**src/rtl/shift_add_multiplier.sv**
```systemverilog
// shift_add_multiplier: sequential shift-and-add multiplier, one partial product per cycle plus a sign-fixup cycle
module shift_add_multiplier #(
    parameter int WIDTH = 32
) (
    input  logic               clk,
    input  logic               reset,
    input  logic               start,
    input  logic               is_signed,
    input  logic [WIDTH-1:0]   dataA,
    input  logic [WIDTH-1:0]   dataB,
    output logic               busy,
    output logic               done,
    output logic [2*WIDTH-1:0] dataOut
);
    localparam int CW = $clog2(WIDTH + 1);
    typedef enum logic [1:0] {IDLE, RUN, SIGN} state_t;
    state_t state;
    logic [2*WIDTH-1:0] mcand, acc;
    logic [WIDTH-1:0] mplier, mag_a, mag_b;
    logic [CW-1:0] count;
    logic neg;
    // Magnitudes are taken as unsigned, so -2^(WIDTH-1) maps to 2^(WIDTH-1) without overflow
    always_comb begin
        mag_a = (is_signed && dataA[WIDTH-1]) ? -dataA : dataA;
        mag_b = (is_signed && dataB[WIDTH-1]) ? -dataB : dataB;
    end
    always_ff @(posedge clk) begin
        if (reset) begin
            state   <= IDLE;
            busy    <= 1'b0;
            done    <= 1'b0;
            dataOut <= '0;
            acc     <= '0;
            count   <= '0;
        end else begin
            done <= 1'b0;
            case (state)
                IDLE: if (start) begin
                    state  <= RUN;
                    busy   <= 1'b1;
                    acc    <= '0;
                    count  <= '0;
                    mcand  <= {{WIDTH{1'b0}}, mag_a};
                    mplier <= mag_b;
                    neg    <= is_signed & (dataA[WIDTH-1] ^ dataB[WIDTH-1]);
                end
                RUN: begin
                    if (mplier[0]) acc <= acc + mcand;
                    mcand  <= mcand << 1;
                    mplier <= mplier >> 1;
                    count  <= count + 1'b1;
                    if (count == CW'(WIDTH - 1)) state <= SIGN;
                end
                SIGN: begin
                    dataOut <= neg ? -acc : acc;
                    done    <= 1'b1;
                    busy    <= 1'b0;
                    state   <= IDLE;
                end
                default: state <= IDLE;
            endcase
        end
    end
endmodule

```
**config.mk**
```make
export PLATFORM = sky130hd
export DESIGN_NAME = shift_add_multiplier
export DESIGN_NICKNAME = d
export VERILOG_FILES = /design/src/rtl/shift_add_multiplier.sv
export SDC_FILE = /design/constraint.sdc
export NUM_CORES = 1
export LEC_CHECK = 0
export ABC_CLOCK_PERIOD_IN_PS = 9300
export CORE_ASPECT_RATIO = 1.5
export CORE_MARGIN = 8
export CORE_UTILIZATION = 45
export DETAILED_ROUTE_END_ITERATION = 8
export PLACE_DENSITY = 0.77
export SLEW_MARGIN = 20
export SYNTH_ARGS = -nofsm -noshare
export SYNTH_HDL_FRONTEND = slang
export SYNTH_SLANG_ARGS = --single-unit
```
**constraint.sdc**
```tcl
create_clock -name clk -period 9.3 [get_ports clk]
set_input_delay 1.395 -clock clk [delete_from_list [all_inputs] [get_ports clk]]
set_output_delay 1.395 -clock clk [all_outputs]
set_load 0.02 [all_outputs]
```
# After elaboration in Yosys (flattened, before gate mapping)
# Cells that the tools add are included.
[classes]
addsub = 5
eq_ne = 6
muxes = 18
bitwise_logic = 3
reduce_logical = 11
[ops]
columns = ["operator", "count"]
rows = [
  ["$mux W64", 4],
  ["$pmux W64 S2", 2],
  ["$mux W32", 3],
  ["$add A64 B64 Y64", 1],
  ["$neg A32 Y32", 2],
  ["$neg A64 Y64", 1],
  ["$pmux W32 S2", 1],
  ["$pmux W6 S2", 1],
  ["$reduce_and A3 Y1", 3],
  ["$add A6 B1 Y6 const B", 1],
  ["$eq A6 B5 Y1 const B", 1],
  ["$mux W6", 1],
  ["$ne A2 B2 Y1 const B", 3],
  ["$reduce_and A2 Y1", 3],
  ["$mux W2", 2],
  ["$pmux W2 S2", 1],
  ["$reduce_bool A2 Y1", 2],
  ["$eq A2 B1 Y1 const B", 1],
  ["$eq A2 B2 Y1 const B", 1],
  ["$logic_and A1 B1 Y1", 2],
  ["$logic_not A2 Y1", 1],
  ["$mux W1", 2],
  ["$pmux W1 S2", 1],
  ["$and A1 B1 Y1", 1],
  ["2 further kinds", 2],
]
[word_totals]
reg_bits = 235
inputBits = 68
output_inout_bits = 66
wordCells = 52

# Depth between registers and ports, before layout
[logic_depth]
ltp_word = 4
ltp_mapped = 12
ltp_nobuf = 12

# Worst setup path before layout
# No wires, ideal clock.
[synth_timing]
path_kind = "input -> register"
startpoint = "in reset"
endpoint = "reg mcand[0] (enable)"
setup_time_ns = 0.668
arrival_time_ns = 8.318
t_required_ns = 8.632
path_slack_ns = 0.313
stages = 4
n_path_buf = 3
path_cell_list = "clkbuf_1 buf_6 buf_6 nor3_1"
[synth_between]
elab_chain_cells = 2
[synth_rtl]
columns = ["item", "line", "source"]
rows = [
  ["start, declared", "6", "input logic reset,"],
  ["$not A1 Y1 (no source line)", "-", ""],
  ["$reduce_and A3 Y1 (no source line)", "-", ""],
  ["end signal, assigned", "43", "mcand <= {{WIDTH{1'b0}}, mag_a};"],
  ["end signal, assigned", "49", "mcand <= mcand << 1;"],
  ["end, declared", "18", "logic [2*WIDTH-1:0] mcand, acc;"],
]
# Every way passes these cells.
# A chain may end at the register's enable or synchronous reset.

# Worst setup path in the final report
[layout_timing]
startpoint = "in dataB[8]"
endpoint = "reg mplier[28], data pin"
[layout_between]
elab_chain_cells = 4
[layout_rtl]
columns = ["item", "line", "source"]
rows = [
  ["start, declared", "10", "input logic [WIDTH-1:0] dataB,"],
  ["$neg A32 Y32", "25", "mag_b = (is_signed && dataB[WIDTH-1]) ? -dataB : dataB;"],
  ["$mux W32", "25", ""],
  ["$mux W32", "38", "IDLE: if (start) begin"],
  ["$pmux W32 S2", "37", "case (state)"],
  ["end signal, assigned", "44", "mplier <= mag_b;"],
  ["end signal, assigned", "50", "mplier <= mplier >> 1;"],
  ["end, declared", "19", "logic [WIDTH-1:0] mplier, mag_a, mag_b;"],
]
# Every way passes these cells. The select of a mux whose other input is x is not followed.

==> results.yml <==
global_route:
  grt_usage_pct: 21.5
  antenna_found_initial: 0
  use_met3_pct: 2.40
  grt_util_met2_pct: 39.8
  busiest_layer: "met2"
  grt_start_max_net_pins: 113
  grt_overflow_total: 0
  grt_pass1_wl_um: 68100
  grt_util_met1_pct: 23.1
  grt_pass1_vias: 13200
route:
  drt_iter0_markers: 727
  num_vias: 13400
  ant_nets: 0
  viasPerCell: 5.91
  drtPass1Iterations: 7
  drc_errors: 0
  wl_per_cell_um: 19.1
  routed_wl_um: 43400
die:
  pin_count: 134
  dieHeight_um: 239
  initial_core_util_pct: 45.7
  chipWidth_um: 165
  die-area_um2: 39300
  core-area_um2: 32600
  rows: 81
clocking:
  cts_sinks: 235
  htree_levels: 1
  cts-buffers-inserted: 25
  worstSkewPairLatency_ns: 0.55
  cts_tree: "done"
  cts_hold_buf: 0
  clk_pin_slew_ns: 0.07
  clock_path_buffers: 3
  cts_setup_buffers: 0
  ctsResizeCount: 0
  root_buffer: "clkbuf_16"
final_layout:
  finalCoreUtilization_pct: 52.8
  final_nets: 1968
  final_layout_size_suffix_gt1_share_pct: 4.59
  antennaDiodeCount: 0
  area_growth_pct: 15.6
timing:
  fin_skew_ns: 0.0113
  tightest_slew_ns: 1.12
  fmax_mhz: 231
  setup_viol: 0
  post-route-period-util_pct: 46.6
  rsz0062_at_grt: "no"
  relSlewSlack_pct: 25.0
  period_needed_ns: 4.33
  final_max_slew_viol_count: 0
  finalHoldViolations: 0
  tns_ns: 0
setup_path:
  crit_required_ns: 9.55
  cp.arrival_ns: 4.58
  cp_top_family: "simple AND/OR/NAND/NOR gates"
  critPathMostFrequentCell: "or4_1"
  path_max_fanout: 4
  crit_buf_inv: 1
  critPathCaptureType: "flop"
  critPathKind: "primary input to flop"
  cpPeakStageDelay_ns: 0.57
  r2r_slack_ns: 5.17
  slowest_stage: "or4_1"
  start_kind: "primary input"
  crit_chain: "clkdlybuf4s50_1, or4_1, nor3_1, and3_1, nand3b_1, or4_1, nor4_1, a21oi_1, xnor2_1, o21ai_0"
synthesis:
  syn_nets: 1898
  synth_area_leaders: "edfxtp_1 (20%), dfxtp_1 (19%), ha_1 (5.6%)"
  netlist_instances: 1762
  async_reset_ff_share_pct: 0
  synth_edf_count: 97
  syn_area_um2: 14900
  syn_avg_cell_area_um2: 8.46
  yosysWarnings: 0
  yosys.area.top_type_share_pct: 19.5
  synth_area_leader_cell: "edfxtp_1"
  synth.distinct_cells: 70
  yosysSeqAreaShare_pct: 38.1
  synth_seq_cells: 235
  synthFlopType: "dfxtp_1"
  synth.most_common_cell: "nand2_1"
  ys_top_cells_by_count: "nand2_1 (212), nor2_1 (176), o21ai_0 (167), dfxtp_1 (138), a21oi_1 (124)"
flow_run:
  maxCapViolCount: 0
place:
  gp_congestion: 0.946
  dp_hpwl_um: 33200
  io_buffers: 133
power_and_ir_drop:
  powerDensity_nw_per_um2: 165
  p_leak_nw: 6.40
  peakVddDrop_v: 0.000101
  finalPower_mw: 2.84
status:
  status: "completed"
hold_path:
  hold_path_class: "flop to flop"
## path summary, 6_finish.rpt
kind / startpoint / end / depth (start not counted)
worst max-delay path: dataB[8] / mplier[28] / 10
worst max register to register: mcand[19] / acc[57] / 10
worst min register to register: busy / busy / 2
worst min-delay path: busy / busy / 2
## sequential cells by signal (all words and copies together), names as in the netlist
register  cells
dataOut      64
busy          1
done          1
mcand        64
neg           1
count         6
mplier       32
state         2
acc          64
## routing by layer
layer	vias to the layer above	part of all wire, %	wire length, µm
met5	-	0	0
met4	0	4.9	2130
met3	113	5.2	2240
met2	437	52	22600
met1	6280	38	16400
li1	6559	-	-
## worst register-to-register path: cells and delay by family (launching register included)
| family | cells | cell delay [ns] |
|---|---|---|
| and+or+nand+nor | 3 | 0.51 |
| DFF | 1 | 0.40 |
| adders and majority gates | 1 | 0.44 |
| AOI/OAI and AO/OA | 6 | 2.68 |
## area by class of cell
type | instances | area [µm²]
fill | 3006 | 15400
multi-input combinational | 1397 | 8710
sequential | 235 | 5680
timing repair buffer | 143 | 1400
clock buffer | 30 | 707
tap | 415 | 519
inverter | 30 | 113
clock inverter | 15 | 100
## report_power, final
group	switching, mW	internal [mW]	total, mW
clock	0.442	0.548	0.990
combinational	0.411	0.243	0.655
sequential	0.0519	1.15	1.20
total	0.905	1.94	2.84
## through the flow
step,setup WS [ns],hold WS (ns),std cells,area (µm²)
3_3_place_gp,4.53,0.441,2220,16400
5_1_grt,4.70,0.474,2265,17200
3_5_place_dp,4.37,0.445,2220,16400
6_report,4.97,0.455,2265,17200
2_1_floorplan,0.313,0.454,1762,14900
4_1_cts,4.96,0.456,2265,17200
## placed cells by master, fill, tap and decap left out, types with 25 or more instances in the layout
cell type / n
a211oi_1: 56
a21oi_1: 124
a22oi_1: 30
and2_1: 40
clkbuf_16: 27
clkdlybuf4s50_1: 132
dfxtp_1: 138
edfxtp_1: 97
ha_1: 67
inv_1: 30
nand2_1: 212
nand3_1: 25
nor2_1: 176
nor3_1: 28
o21ai_0: 167
xnor2_1: 66
xor2_1: 94
## kinds of logic after synthesis
| kind of cell | share of synthesized area [%] |
|---|---|
| fa+ha+maj | 5.76 |
| buf+inv | 3.69 |
| simple gates | 20.0 |
| flops | 38.1 |
| xor+xnor | 9.40 |
| compound gates | 22.6 |
| mux | 0.411 |
Power figures use the tool's default switching activity.
